$ cat config.mk
export PLATFORM = sky130hd
export DESIGN_NAME = bus_arbiter
export DESIGN_NICKNAME = d
export VERILOG_FILES = /design/src/rtl/bus_arbiter.sv
export SDC_FILE = /design/constraint.sdc
export NUM_CORES = 1
export LEC_CHECK = 0
export BUFFER_PORTS_ARGS = -buffer_cell sky130_fd_sc_hd__buf_2
export CAP_MARGIN = 20
export CORE_ASPECT_RATIO = 1.1
export CORE_MARGIN = 2
export CORE_UTILIZATION = 55
export CTS_CLUSTER_DIAMETER = 40
export DETAILED_ROUTE_END_ITERATION = 7
export PLACE_DENSITY = 0.86
export SYNTH_ARGS = -nofsm -noshare
export SYNTH_HDL_FRONTEND = slang
export SYNTH_SLANG_ARGS = --single-unit
$ cat constraint.sdc
create_clock -name clk -period 3.5 [get_ports clk]
set_input_delay 0.175 -clock clk [delete_from_list [all_inputs] [get_ports clk]]
set_output_delay 0.175 -clock clk [all_outputs]
set_load 0.01 [all_outputs]
$ cat src/rtl/bus_arbiter.sv
// bus_arbiter: shares the external memory/IO bus between the execution unit (EU)
// and the prefetch unit (PF). EU has priority, and a starvation guard forces a PF grant
// after STARVE_LIMIT consecutive EU grants while PF waits. EU word accesses at odd
// addresses are split into two byte beats. Byte lanes are steered onto the bus here.
//
// Ports:
//   clk, reset_n                 clock and asynchronous active-low reset
//   eu_command/word/address      EU request (0 idle, 1 read, 2 write, 3 idle), held to eu_done
//   eu_data_out / eu_data_in     EU write data in, EU read data out (valid with eu_done)
//   eu_done                      1-cycle pulse when an EU access completes
//   pf_req/pf_address/pf_flush   prefetch word-read request, address, discard strobe
//   pf_data / pf_done            fetched word and its 1-cycle completion pulse
//   mem_command/address/byte_en  registered bus beat; address is always word aligned
//   mem_data_out / mem_data_in   lane-steered write data, raw read data
//   mem_ready                    bus completes the current beat this cycle
module bus_arbiter #(
    parameter int unsigned ADDR_W       = 20,
    parameter int unsigned STARVE_LIMIT = 4
) (
    input  logic              clk,
    input  logic              reset_n,
    input  logic [1:0]        eu_command,
    input  logic              eu_word,
    input  logic [ADDR_W-1:0] eu_address,
    input  logic [15:0]       eu_data_out,
    output logic [15:0]       eu_data_in,
    output logic              eu_done,
    input  logic              pf_req,
    input  logic [ADDR_W-1:0] pf_address,
    input  logic              pf_flush,
    output logic [15:0]       pf_data,
    output logic              pf_done,
    output logic [1:0]        mem_command,
    output logic [ADDR_W-1:0] mem_address,
    output logic [1:0]        mem_byte_en,
    output logic [15:0]       mem_data_out,
    input  logic [15:0]       mem_data_in,
    input  logic              mem_ready
);

    localparam int unsigned STARVE_W = $clog2(STARVE_LIMIT + 1);

    typedef enum logic [2:0] {
        S_IDLE  = 3'd0,
        S_EU_B0 = 3'd1,
        S_EU_B1 = 3'd2,
        S_PF_RD = 3'd3,
        S_DONE  = 3'd4
    } state_t;

    state_t state_q, state_d;

    logic [STARVE_W-1:0] starve_q, starve_d;
    logic                flush_q, flush_d;
    logic [7:0]          lo_byte_q, lo_byte_d;

    logic [1:0]        mem_command_d;
    logic [ADDR_W-1:0] mem_address_d;
    logic [1:0]        mem_byte_en_d;
    logic [15:0]       mem_data_out_d;
    logic [15:0]       eu_data_in_d;
    logic              eu_done_d;
    logic [15:0]       pf_data_d;
    logic              pf_done_d;

    // Request decode and arbitration (only meaningful in IDLE)
    logic              eu_cmd_valid;
    logic              starved;
    logic              eu_grant;
    logic              pf_grant;
    logic              eu_split;
    logic              eu_is_read;
    logic              flush_now;
    logic [ADDR_W-1:0] eu_word_addr;
    logic [ADDR_W-1:0] eu_next_word_addr;
    logic [1:0]        b0_byte_en;
    logic [15:0]       b0_data;
    logic [15:0]       b0_read_data;

    assign eu_cmd_valid = (eu_command == 2'd1) || (eu_command == 2'd2);
    assign eu_is_read   = (eu_command == 2'd1);
    assign starved      = pf_req && (starve_q == STARVE_W'(STARVE_LIMIT));
    assign eu_grant     = (state_q == S_IDLE) && eu_cmd_valid && !starved;
    assign pf_grant     = (state_q == S_IDLE) && !eu_grant && pf_req && !pf_flush;
    assign eu_split     = eu_word && eu_address[0];
    assign flush_now    = flush_q || pf_flush;

    assign eu_word_addr      = {eu_address[ADDR_W-1:1], 1'b0};
    // Second beat of a split word; wraps at the top of the address space
    assign eu_next_word_addr = {eu_address[ADDR_W-1:1] + (ADDR_W-1)'(1), 1'b0};

    // First-beat lane steering
    always_comb begin
        b0_byte_en   = 2'b11;
        b0_data      = eu_data_out;
        b0_read_data = mem_data_in;
        if (!eu_word || eu_address[0]) begin
            if (eu_address[0]) begin
                b0_byte_en   = 2'b10;
                b0_data      = {eu_data_out[7:0], 8'h00};
                b0_read_data = {8'h00, mem_data_in[15:8]};
            end else begin
                b0_byte_en   = 2'b01;
                b0_data      = {8'h00, eu_data_out[7:0]};
                b0_read_data = {8'h00, mem_data_in[7:0]};
            end
        end
    end

    // State register
    always_ff @(posedge clk or negedge reset_n) begin
        if (!reset_n) begin
            state_q <= S_IDLE;
        end else begin
            state_q <= state_d;
        end
    end

    // Next-state logic
    always_comb begin
        state_d = state_q;
        case (state_q)
            S_IDLE: begin
                if (eu_grant) begin
                    state_d = S_EU_B0;
                end else if (pf_grant) begin
                    state_d = S_PF_RD;
                end
            end
            S_EU_B0: begin
                if (mem_ready) begin
                    state_d = eu_split ? S_EU_B1 : S_DONE;
                end
            end
            // mem_command is 0 for the first EU_B1 cycle: the mandatory idle bus gap
            S_EU_B1: begin
                if ((mem_command != 2'd0) && mem_ready) begin
                    state_d = S_DONE;
                end
            end
            S_PF_RD: begin
                if (mem_ready) begin
                    state_d = S_DONE;
                end
            end
            S_DONE:  state_d = S_IDLE;
            default: state_d = S_IDLE;
        endcase
    end

    // Next values of registered outputs and internal datapath state
    always_comb begin
        mem_command_d  = mem_command;
        mem_address_d  = mem_address;
        mem_byte_en_d  = mem_byte_en;
        mem_data_out_d = mem_data_out;
        eu_data_in_d   = eu_data_in;
        pf_data_d      = pf_data;
        eu_done_d      = 1'b0;
        pf_done_d      = 1'b0;
        lo_byte_d      = lo_byte_q;
        flush_d        = flush_q;
        starve_d       = starve_q;

        if (!pf_req) begin
            starve_d = '0;
        end else if (eu_grant) begin
            if (starve_q != STARVE_W'(STARVE_LIMIT)) begin
                starve_d = starve_q + STARVE_W'(1);
            end
        end else if (pf_grant) begin
            starve_d = '0;
        end

        case (state_q)
            S_IDLE: begin
                if (eu_grant) begin
                    mem_command_d  = eu_command;
                    mem_address_d  = eu_word_addr;
                    mem_byte_en_d  = b0_byte_en;
                    mem_data_out_d = b0_data;
                end else if (pf_grant) begin
                    mem_command_d  = 2'd1;
                    mem_address_d  = pf_address & ~ADDR_W'(1);
                    mem_byte_en_d  = 2'b11;
                    mem_data_out_d = 16'h0000;
                end
            end
            S_EU_B0: begin
                if (mem_ready) begin
                    mem_command_d = 2'd0;
                    if (eu_split) begin
                        lo_byte_d = mem_data_in[15:8];
                    end else begin
                        eu_done_d = 1'b1;
                        if (eu_is_read) begin
                            eu_data_in_d = b0_read_data;
                        end
                    end
                end
            end
            S_EU_B1: begin
                if (mem_command == 2'd0) begin
                    mem_command_d  = eu_command;
                    mem_address_d  = eu_next_word_addr;
                    mem_byte_en_d  = 2'b01;
                    mem_data_out_d = {8'h00, eu_data_out[15:8]};
                end else if (mem_ready) begin
                    mem_command_d = 2'd0;
                    eu_done_d     = 1'b1;
                    if (eu_is_read) begin
                        eu_data_in_d = {mem_data_in[7:0], lo_byte_q};
                    end
                end
            end
            S_PF_RD: begin
                flush_d = flush_now;
                if (mem_ready) begin
                    mem_command_d = 2'd0;
                    // A flush in the completing cycle still suppresses the result
                    if (!flush_now) begin
                        pf_done_d = 1'b1;
                        pf_data_d = mem_data_in;
                    end
                end
            end
            S_DONE: begin
                flush_d = 1'b0;
            end
            default: ;
        endcase
    end

    // Output and datapath registers
    always_ff @(posedge clk or negedge reset_n) begin
        if (!reset_n) begin
            mem_command  <= 2'd0;
            mem_address  <= '0;
            mem_byte_en  <= 2'b00;
            mem_data_out <= 16'h0000;
            eu_data_in   <= 16'h0000;
            eu_done      <= 1'b0;
            pf_data      <= 16'h0000;
            pf_done      <= 1'b0;
            lo_byte_q    <= 8'h00;
            flush_q      <= 1'b0;
            starve_q     <= '0;
        end else begin
            mem_command  <= mem_command_d;
            mem_address  <= mem_address_d;
            mem_byte_en  <= mem_byte_en_d;
            mem_data_out <= mem_data_out_d;
            eu_data_in   <= eu_data_in_d;
            eu_done      <= eu_done_d;
            pf_data      <= pf_data_d;
            pf_done      <= pf_done_d;
            lo_byte_q    <= lo_byte_d;
            flush_q      <= flush_d;
            starve_q     <= starve_d;
        end
    end

endmodule

==> results of run 1 <==
==> cell usage in the layout (no fill, tap or decap), types with 9 or more instances in the layout <==
cell type,n
buf_2,150
nand2_1,99
dfrtp_1,88
o21ai_0,40
nor2_1,31
inv_1,26
a21oi_1,24
nor3_1,21
mux2i_1,20
nand3_1,17
mux2_2,14
a22oi_1,10
xor2_1,10
clkbuf_8,9
==> cell families (layout without fill, tap and decap cells) <==
family                   after synthesis  after routing  share of synthesized area, %
AO/OA/AOI/OAI                        112            112                          15.5
other                                  1              1                        0.0804
multiplexers                          36             36                          8.32
adder cells (fa/ha/maj)                4              4                          1.07
AND/OR/NAND/NOR                      199            199                          19.2
buffers and inverters                 58            200                          5.50
flip-flops                            88             88                          47.2
XOR/XNOR                              17             17                          3.19
==> layer usage <==
metal	share of wire (%)	routed length, um	GRT usage (%)
met1	43	5450	37.3
met3	5.8	746	4.49
met5	0	0	0
met2	49	6200	44.4
met4	2.9	372	9.41
==> where the power goes <==
group	leakage [nW]	switching [mW]	internal [mW]
registers	1.12	0.304	1.45
logic	1.72	1.12	0.795
clock network	0.0876	0.357	0.323
total	2.92	1.78	2.57
==> per-stage QoR <==
step | cells | util, % | hold WS (ps)
final | 768 | 68.5 | 49.0
after global routing | 768 | 68.5 | 45.0
after CTS | 766 | 68.0 | 48.1
after detailed placement | 752 | 65.8 | 419
after global placement | 752 | 65.8 | 413
after floorplan | 515 | - | -121
==> flip-flops by register name (all words and copies together), names as in the netlist <==
register,flops
mem_address,19
mem_command,2
starve_q,3
pf_done,1
state_q,3
mem_data_out,16
flush_q,1
mem_byte_en,2
eu_data_in,16
pf_data,16
lo_byte_q,8
eu_done,1
==> synthesized netlist by cell type (all sizes together), types with 4 or more instances <==
library cell and instances:
xnor2 7, inv 26, nor2 33, dfrtp 88
nor2b 7, nand4 6, buf 19, mux2i 20
a31oi 4, xor2 10, mux2 16, nand3 17
a22oi 10, nand2 100, nor3 21, a222oi 8
nor4 4, clkbuf 12, o22ai 7, o21ai 43
a21oi 24, ha 4
==> how the worst max path moves through the flow <==
| stage | to | slack, ps |
|---|---|---|
| floorplan | eu_data_in[13] | 1670 |
| global placement | eu_data_in[8] | 1130 |
| detailed placement | mem_data_out[3] | 930 |
| CTS | mem_data_out[3] | 920 |
| global route | mem_data_out[7] | 630 |
| finish | mem_data_out[3] | 850 |
==> final cells by class <==
type	count	area, um2	area share (%)
clock inverters	5	58.8	1.03
multi-input cells	369	2210	38.7
clock buffers	9	124	2.17
inverters	27	101	1.78
flip-flops and latches	88	2200	38.7
repair buffers	159	866	15.2
well taps	111	139	2.44
==> worst reg2reg max path, stage by stage (launching register included) <==
cell and delay (ps):
dfrtp_1 750, nor3_1 710, nand2_1 340, nor2_2 410
a22oi_1 140, o21ai_0 210
==> timing repair <==
| action | 4_1_cts | 5_1_grt |
|---|---|---|
| buffers inserted | 0 | 0 |
| hold buffers | 0 | 1 |
| endpoints found under the hold margin | 0 | 41 |
==> qor.txt, run 1 <==
Most used DFF post-synth = dfrtp_1
r2r endpoint = mem_data_out[3]
first-pass GRT wire length = 19.9 mm
largest net degree at the start of global routing = 89
maximum clock frequency = 377 MHz
Setup Crit Path Kind = flop to flop
depth of the worst register-to-register path = 5
startpoint class of the critical path = flop
final total power = 4.35 mW
hold_sp = mem_data_in[7]
I/O Pins = 154
Yosys reg bits = 88
Die H = 101 um
crit end category = flop
Avg Cell Area, Syn = 9.06 um2
Final Cell Area = 5700 um2
HPWL after DPL = 9.07 mm
RSZ-0062 raised after global routing = no
Critical Path RT = 3760 ps
WHS Path Cells = 3
r2r setup slk = 850 ps
vias in the first global route = 4069
leakage = 2.92 nW
EDFF count, synth = 0
total grt overflow = 0
Routed WL = 12.8 mm
Clock Tree Buf Depth = 2
post-cts resize count = 0
critical path's slowest cell = dfrtp_1
period utilization = 75.8%
WP data arrival = 2910 ps
Hold Path Class = primary input to flop
Slew Limit Fails = 0
placed cell areas = 5480 um2
DRC Markers = 0
share of layout cells above drive strength 1 = 30.0%
Final WS setup = 848 ps
Num CTS Buffers = 9
crit path max fanout = 28
WP buf/inv = 0
origin of the critical flop-to-flop path = state_q[1]
drt first pass iters = 5
Final Critical Period = 2650 ps
run status = finished clean
CP top delay family = simple AND/OR/NAND/NOR gates
synthesized instance count = 515
drt via density = 5.79
Synth area leaders = dfrtp_1 47%, nand2_1 8.0%, mux2i_1 4.3%, o21ai_0 4.3%, mux2_2 3.4%
# Max-Cap Violations = 0
Max IR drop VDD = 354 uV
CP Depth = 5
Final #Nets = 738
post-synth top area cell = dfrtp_1
port buffer count = 151
cell row count = 35
RePlAce Congestion = 0.869
Clock Latency Late Sink = 350 ps
synthesized net count = 599
number of routed nets with antenna violations = 0
die width = 91.8 um
PD cells = 764 nW/um2
CTS root buffer = clkbuf_8
Seq/Total Area, Yosys = 47.2%
Worst Max-Slew Pin Slew = 996 ps
post-synth cell types = 54
H-tree depth = 3
crit-path max cell delay = 750 ps
Layout Skew = 11.8 ps
YS warnings = 0
fillcell total = 669
Setup Viol. Count Final = 0
die area = 9230 um2
WHS Endpoint = pf_data[7]
start point of the critical path = state_q[1]
antenna violations before repair = 0
worst-path cell chain = nor3_1, nand2_1, nor2_2, a22oi_1, o21ai_0
Post-synth ARST share = 100%
# diodes = 0
Overall Global Routing Usage = 27.2%
Core Region = 8320 um2
Synth top area share = 47.2%
clock transition at the registers of the reported paths = 90 ps
Fin. Hold Viols = 0
TritonCTS clock tree = yes
vias = 4445
Worst slew margin = 33.6%
Final TNS setup = 0 ps
Synth-to-Final Area Change = 22.1%
Avg WL per Cell = 16.6 um
Clock Sink Count = 88
Mapped Area = 4660 um2
Starting Density = 56.1%
worst slack, placed = 933 ps
detailed router's first-iteration violation count = 376
(Power assumes the default switching activity.)
==> run 2, diff against run 1 <==
--- a/config.mk
+++ b/config.mk
@@ -9,10 +9,10 @@
 export CAP_MARGIN = 20
 export CORE_ASPECT_RATIO = 1.1
 export CORE_MARGIN = 2
-export CORE_UTILIZATION = 55
+export CORE_UTILIZATION = 46
 export CTS_CLUSTER_DIAMETER = 40
 export DETAILED_ROUTE_END_ITERATION = 7
-export PLACE_DENSITY = 0.86
+export PLACE_DENSITY = 0.77
 export SYNTH_ARGS = -nofsm -noshare
 export SYNTH_HDL_FRONTEND = slang
 export SYNTH_SLANG_ARGS = --single-unit
==> constraint.sdc (replaced) <==
create_clock -name clk -period 2.1 [get_ports clk]
set_input_delay 0.105 -clock clk [delete_from_list [all_inputs] [get_ports clk]]
set_output_delay 0.105 -clock clk [all_outputs]
set_load 0.01 [all_outputs]
==> run 2 against run 1 <==
Sequential power up 64%. Cell count up 7.7%. Largest power group unchanged. Power up 75%. Global-route usage down 1.4 points. Non-clock buffer count up 48. Critical path depth up 4. Critical path type is now primary input to flop. First-iteration DRC count down 15%. Clock power up 81%.
==> qor.txt, run 2 (same netlist as run 1, synthesis figures left out) <==
r2r setup slk = 120 ps (-730 ps)
RSZ-0062 raised after global routing = no
Die H = 110 um (+9.0%)
H-tree depth = 3 (unchanged)
commonest non-fill, non-tap cell in the layout = buf_2
Slew Limit Fails = 0 (unchanged)
busiest grt layer = met2
Starting Density = 47.2% (-8.9 points)
WHS Path Cells = 2 (-1)
TritonCTS clock tree = yes
die area = 11000 um2 (+19%)
leakage = 3.14 nW (+7.6%)
port buffer count = 151 (unchanged)
Hold Path Class = primary input to flop
Final Critical Period = 1980 ps
clock transition at the registers of the reported paths = 90 ps (about the same)
Final #Nets = 786 (+6.5%)
most frequent cells in the layout = 150 x buf_2, 99 x nand2_1, 88 x dfrtp_1
DRC Markers = 0 (unchanged)
# diodes = 0 (unchanged)
Critical Path RT = 2410 ps (-1350 ps)
Clock Tree Buf Depth = 2 (unchanged)
share of layout cells above drive strength 1 = 30.1% (+0.14 points)
crit end category = flop
Synth-to-Final Area Change = 32.7%
postcts setup bufs = 0 (unchanged)
# Max-Cap Violations = 0 (unchanged)
drt via density = 5.47 (-5.6%)
placed cells = 777 (+3.3%)
number of flip-flops in the largest register = 19 (unchanged)
run status = finished clean
antenna violations before repair = 0 (unchanged)
Avg WL per Cell = 16.8 um (+0.79%)
r2r endpoint = mem_address[1]
Final Util = 62.6% (-5.9 points)
origin of the critical flop-to-flop path = starve_q[0]
crit path max fanout = 12 (-57%)
drt first pass iters = 5 (unchanged)
maximum clock frequency = 505 MHz
total grt overflow = 0 (unchanged)
Core Region = 9890 um2 (+19%)
met3 Usage GRT = 4.01% (-0.48 points)
start point of the critical path = eu_command[1]
worst-path cell chain = dlygate4sd3_1, buf_2, inv_1, ha_1, a31o_2, nor3_1, o21ai_0, a211oi_1, a21o_1
worst slack, placed = 75.1 ps (-858 ps)
PD cells = 1230 nW/um2 (+61%)
Clock Latency Late Sink = 370 ps (+20 ps)
largest net degree at the start of global routing = 38 (-57%)
met1 usage = 33.2% (-4.1 points)
Fin. Hold Viols = 0 (unchanged)
Setup Viol. Count Final = 0 (unchanged)
final total power = 7.62 mW (+75%)
cell row count = 38 (+8.6%)
crit-path max cell delay = 540 ps (-210 ps)
Final WS setup = 119 ps (-729 ps)
Reg with most FFs = mem_address
period utilization = 94.4%
vias = 4520 (+1.7%)
depth of the worst register-to-register path = 7 (+2)
die width = 100 um (+8.9%)
RePlAce Congestion = 0.972 (+12%)
HPWL after DPL = 10.0 mm (+10%)
Worst slew margin = 47.6% (+14 points)
detailed router's first-iteration violation count = 318 (-15%)
vias in the first global route = 4564 (+12%)
hold_sp = pf_req
Setup Crit Path Kind = primary input to flop
Clock Sink Count = 88 (unchanged)
WHS Endpoint = starve_q[0]
critical path's slowest cell = dlygate4sd3_1
met2 GRT Util = 44.2% (-0.24 points)
startpoint class of the critical path = primary input
Layout Skew = 6.96 ps (-4.89 ps)
fin cells = 827 (+7.7%)
CTS root buffer = clkbuf_8
Num CTS Buffers = 9 (unchanged)
Max IR drop VDD = 533 uV (+51%)
I/O Pins = 154 (unchanged)
Routed WL = 13.9 mm (+8.5%)
Overall Global Routing Usage = 25.8% (-1.4 points)
Final TNS setup = 0 ps (unchanged)
WP data arrival = 2290 ps (-620 ps)
first-pass GRT wire length = 22.3 mm (+12%)
Worst Max-Slew Pin Slew = 784 ps (-212 ps)
number of routed nets with antenna violations = 0 (unchanged)
==> run 2: what timing repair did <==
action | CTS | global route
endpoints found under the hold margin | 60 | 0
setup endpoints to repair | 0 | 9
hold buffers | 34 | 0
gates resized for setup | 0 | 2
==> run 2: worst max-delay path, delay by kind of cell <==
| family | cells | cell delay (ps) |
|---|---|---|
| AO/OA/AOI/OAI | 4 | 850 |
| adder cells (fa/ha/maj) | 1 | 310 |
| buffers and inverters | 3 | 680 |
| AND/OR/NAND/NOR | 1 | 340 |
==> run 2: how the worst max path moves through the flow <==
stage	to	cells after the start
global placement	mem_data_out[4]	7
finish	mem_address[1]	9
detailed placement	mem_data_out[1]	7
CTS	mem_data_out[1]	7
floorplan	eu_data_in[13]	6
global route	mem_data_out[10]	5
==> run 2: cell type report <==
type                    instances  area, um2
inverters                      27        101
flip-flops and latches         88       2200
fillers                       835       3700
well taps                     120        150
clock inverters                 5       62.6
multi-input cells             369       2220
repair buffers                207       1310
clock buffers                  11        141
==> run 2: per-stage QoR <==
| stage | area (um2) | hold WS, ps |
|---|---|---|
| floorplan | 4660 | -191 |
| global placement | 5630 | 95.0 |
| detailed placement | 5630 | 97.3 |
| CTS | 6180 | 9.46 |
| global route | 6190 | 34.3 |
| finish | 6190 | 41.3 |
==> run 2: where the power goes <==
| group | switching [mW] | leakage [nW] | internal (mW) |
|---|---|---|---|
| logic | 2.00 | 1.93 | 1.51 |
| registers | 0.460 | 1.12 | 2.42 |
| clock network | 0.642 | 0.0966 | 0.592 |
| total | 3.10 | 3.14 | 4.52 |
==> run 2: layer usage <==
metal,share of wire [%],routed length (um)
met1,42,5880
met2,50,6910
met3,5.6,773
met4,2.2,301
met5,0,0
==> run 3, diff against run 2 <==
--- a/config.mk
+++ b/config.mk
@@ -12,7 +12,8 @@
 export CORE_UTILIZATION = 46
 export CTS_CLUSTER_DIAMETER = 40
 export DETAILED_ROUTE_END_ITERATION = 7
-export PLACE_DENSITY = 0.77
+export PLACE_DENSITY = 0.86
+export SKIP_CTS_REPAIR_TIMING = 1
 export SYNTH_ARGS = -nofsm -noshare
 export SYNTH_HDL_FRONTEND = slang
 export SYNTH_SLANG_ARGS = --single-unit
==> run 3 against run 2 <==
The run now ends with hold timing left. Maximum frequency is 0.15% higher. Clock power is 3% higher. Clock-buffer cell count is 1 lower. Die area stayed put. Worst hold slack worse by 48 ps. Combinational power is 2% lower. Design area is 5.0% lower. Cell count is 3.7% lower. Via count is 1.6% lower. Utilization is 3.1 points lower. Critical path type is now flop to flop.
==> qor.txt, run 3 (same netlist as run 1, synthesis figures left out) <==
Core Region = 9890 um2 (unchanged)
r2r setup slk = 120 ps (about the same)
vias = 4449 (-1.6%)
final total power = 7.58 mW (-0.56%)
TritonCTS clock tree = yes
Worst Max-Slew Pin Slew = 697 ps (-87.3 ps)
violated checks = hold timing
vias in the first global route = 4321 (-5.3%)
Clock Latency Late Sink = 360 ps (about the same)
H-tree depth = 3 (unchanged)
period utilization = 94.2% (-0.14 points)
Max IR drop VDD = 474 uV (-11%)
multi-input logic area = 2220 um2 (unchanged)
WHS Endpoint = pf_data[5]
leakage = 3.02 nW (-3.9%)
hold_sp = mem_data_in[5]
I/O Pins = 154 (unchanged)
r2r endpoint = mem_address[13]
die area = 11000 um2 (unchanged)
most frequent cells in the layout = 150 x buf_2, 98 x nand2_1, 88 x dfrtp_1
fillcell total = 839 (+0.48%)
total grt overflow = 0 (unchanged)
Clock Tree Buf Depth = 2 (unchanged)
number of routed nets with antenna violations = 0 (unchanged)
DRC Markers = 0 (unchanged)
origin of the critical flop-to-flop path = starve_q[0]
critical path's slowest cell = dfrtp_1
Setup Crit Path Kind = flop to flop
Synth-to-Final Area Change = 26.1%
crit end category = flop
Final #Nets = 755 (-3.9%)
commonest non-fill, non-tap cell in the layout = buf_2
clock transition at the registers of the reported paths = 90 ps (about the same)
HPWL after DPL = 9.64 mm (-3.6%)
drt via density = 5.59 (+2.3%)
Die H = 110 um (unchanged)
worst slack, placed = 68.7 ps (-6.41 ps)
Final Critical Period = 1980 ps (-2.91 ps)
Num CTS Buffers = 9 (unchanged)
run status = finished, violations left
startpoint class of the critical path = flop
Worst slew margin = 53.5% (+5.8 points)
port buffer count = 151 (unchanged)
FF/Latch Area = 2200 um2 (unchanged)
Final WS setup = 122 ps (+2.91 ps)
Setup Viol. Count Final = 0 (unchanged)
Hold Path Class = primary input to flop
cell row count = 38 (unchanged)
die width = 100 um (unchanged)
Fin Hold WS = -7.02 ps (-48.3 ps)
drt first pass iters = 6 (+1)
crit-path max cell delay = 400 ps (-140 ps)
Crit path top cell by count = o21ai_0
first-pass GRT wire length = 20.7 mm (-6.9%)
largest net degree at the start of global routing = 57 (+50%)
Critical Path RT = 2370 ps (-40 ps)
RSZ-0062 raised after global routing = yes
Clock Sink Count = 88 (unchanged)
fin cells = 796 (-3.7%)
Starting Density = 47.2% (unchanged)
Reg with most FFs = mem_address
maximum clock frequency = 505 MHz (+0.15%)
share of layout cells above drive strength 1 = 31.6% (+1.4 points)
placed cells = 775 (-0.26%)
WHS Path Cells = 3 (+1)
PD cells = 1290 nW/um2 (+4.7%)
number of flip-flops in the largest register = 19 (unchanged)
depth of the worst register-to-register path = 8 (+1)
antenna violations before repair = 1 (+1)
worst-path cell chain = inv_1, ha_1, a31oi_2, buf_4, nor2_1, o21ai_0, o21ai_0, o21ai_0
Fin. Hold Viols = 3 (+3)
Avg WL per Cell = 16.4 um (-1.9%)
Layout Skew = 8.34 ps (+1.39 ps)
detailed router's first-iteration violation count = 365 (+15%)
CTS root buffer = clkbuf_8
crit path max fanout = 15 (+3)
Routed WL = 13.1 mm (-5.6%)
WP data arrival = 2250 ps (-40 ps)
Overall Global Routing Usage = 24.1% (-1.7 points)
Slew Limit Fails = 0 (unchanged)
# Max-Cap Violations = 0 (unchanged)
RePlAce Congestion = 0.936 (-3.8%)
[run 3: cell count changes in the layout (fill, tap and decap cells not counted), sizes merged, moves of 2 or more]
cell | before | now
buf | 173 | 171
clkinvlp | 2 | 0
dlygate4sd3 | 34 | 5
inv | 28 | 26
clkinv | 1 | 4
[run 3: final cells by class]
type / instances / area share (%)
diodes: 1 / 0.0425
clock buffers: 10 / 2.17
clock inverters: 5 / 1.40
inverters: 27 / 1.72
multi-input cells: 369 / 37.7
flip-flops and latches: 88 / 37.4
well taps: 120 / 2.55
repair buffers: 176 / 16.9
[run 3: how the worst max path moves through the flow]
stage	from	endpoint	slack [ps]
floorplan	state_q[0]	eu_data_in[13]	270
global placement	starve_q[0]	mem_data_out[7]	180
detailed placement	starve_q[0]	mem_data_out[5]	70
CTS	starve_q[0]	mem_data_out[5]	50
global route	starve_q[0]	starve_q[0]	-30
finish	starve_q[0]	mem_address[13]	120
[run 3: worst max-delay path: cells and delay by family (launching register included)]
family | cells | cell delay (ps)
flip-flops | 1 | 400
AO/OA/AOI/OAI | 4 | 860
adder cells (fa/ha/maj) | 1 | 220
buffers and inverters | 2 | 350
AND/OR/NAND/NOR | 1 | 60
[run 3: routing by layer]
metal / share of wire (%) / track usage, % / up-vias
li1: - / - / 2104
met1: 42 / 31.1 / 2136
met2: 49 / 39.3 / 175
met3: 5.7 / 4.39 / 34
met4: 3.3 / 11.6 / 0
met5: 0 / 0 / -
[run 3: per-stage QoR]
step	setup TNS (ps)	util, %	area (um2)
4_1_cts	0	58.8	5820
2_1_floorplan	0	-	4660
3_3_place_gp	0	56.7	5610
3_5_place_dp	0	56.7	5610
6_report	0	59.5	5880
5_1_grt	-61.1	59.5	5880
[run 3: where the power goes]
part	internal (mW)	total, mW	switching (mW)
sequential	2.42	2.85	0.432
clock	0.667	1.27	0.603
combinational	1.46	3.45	2.00
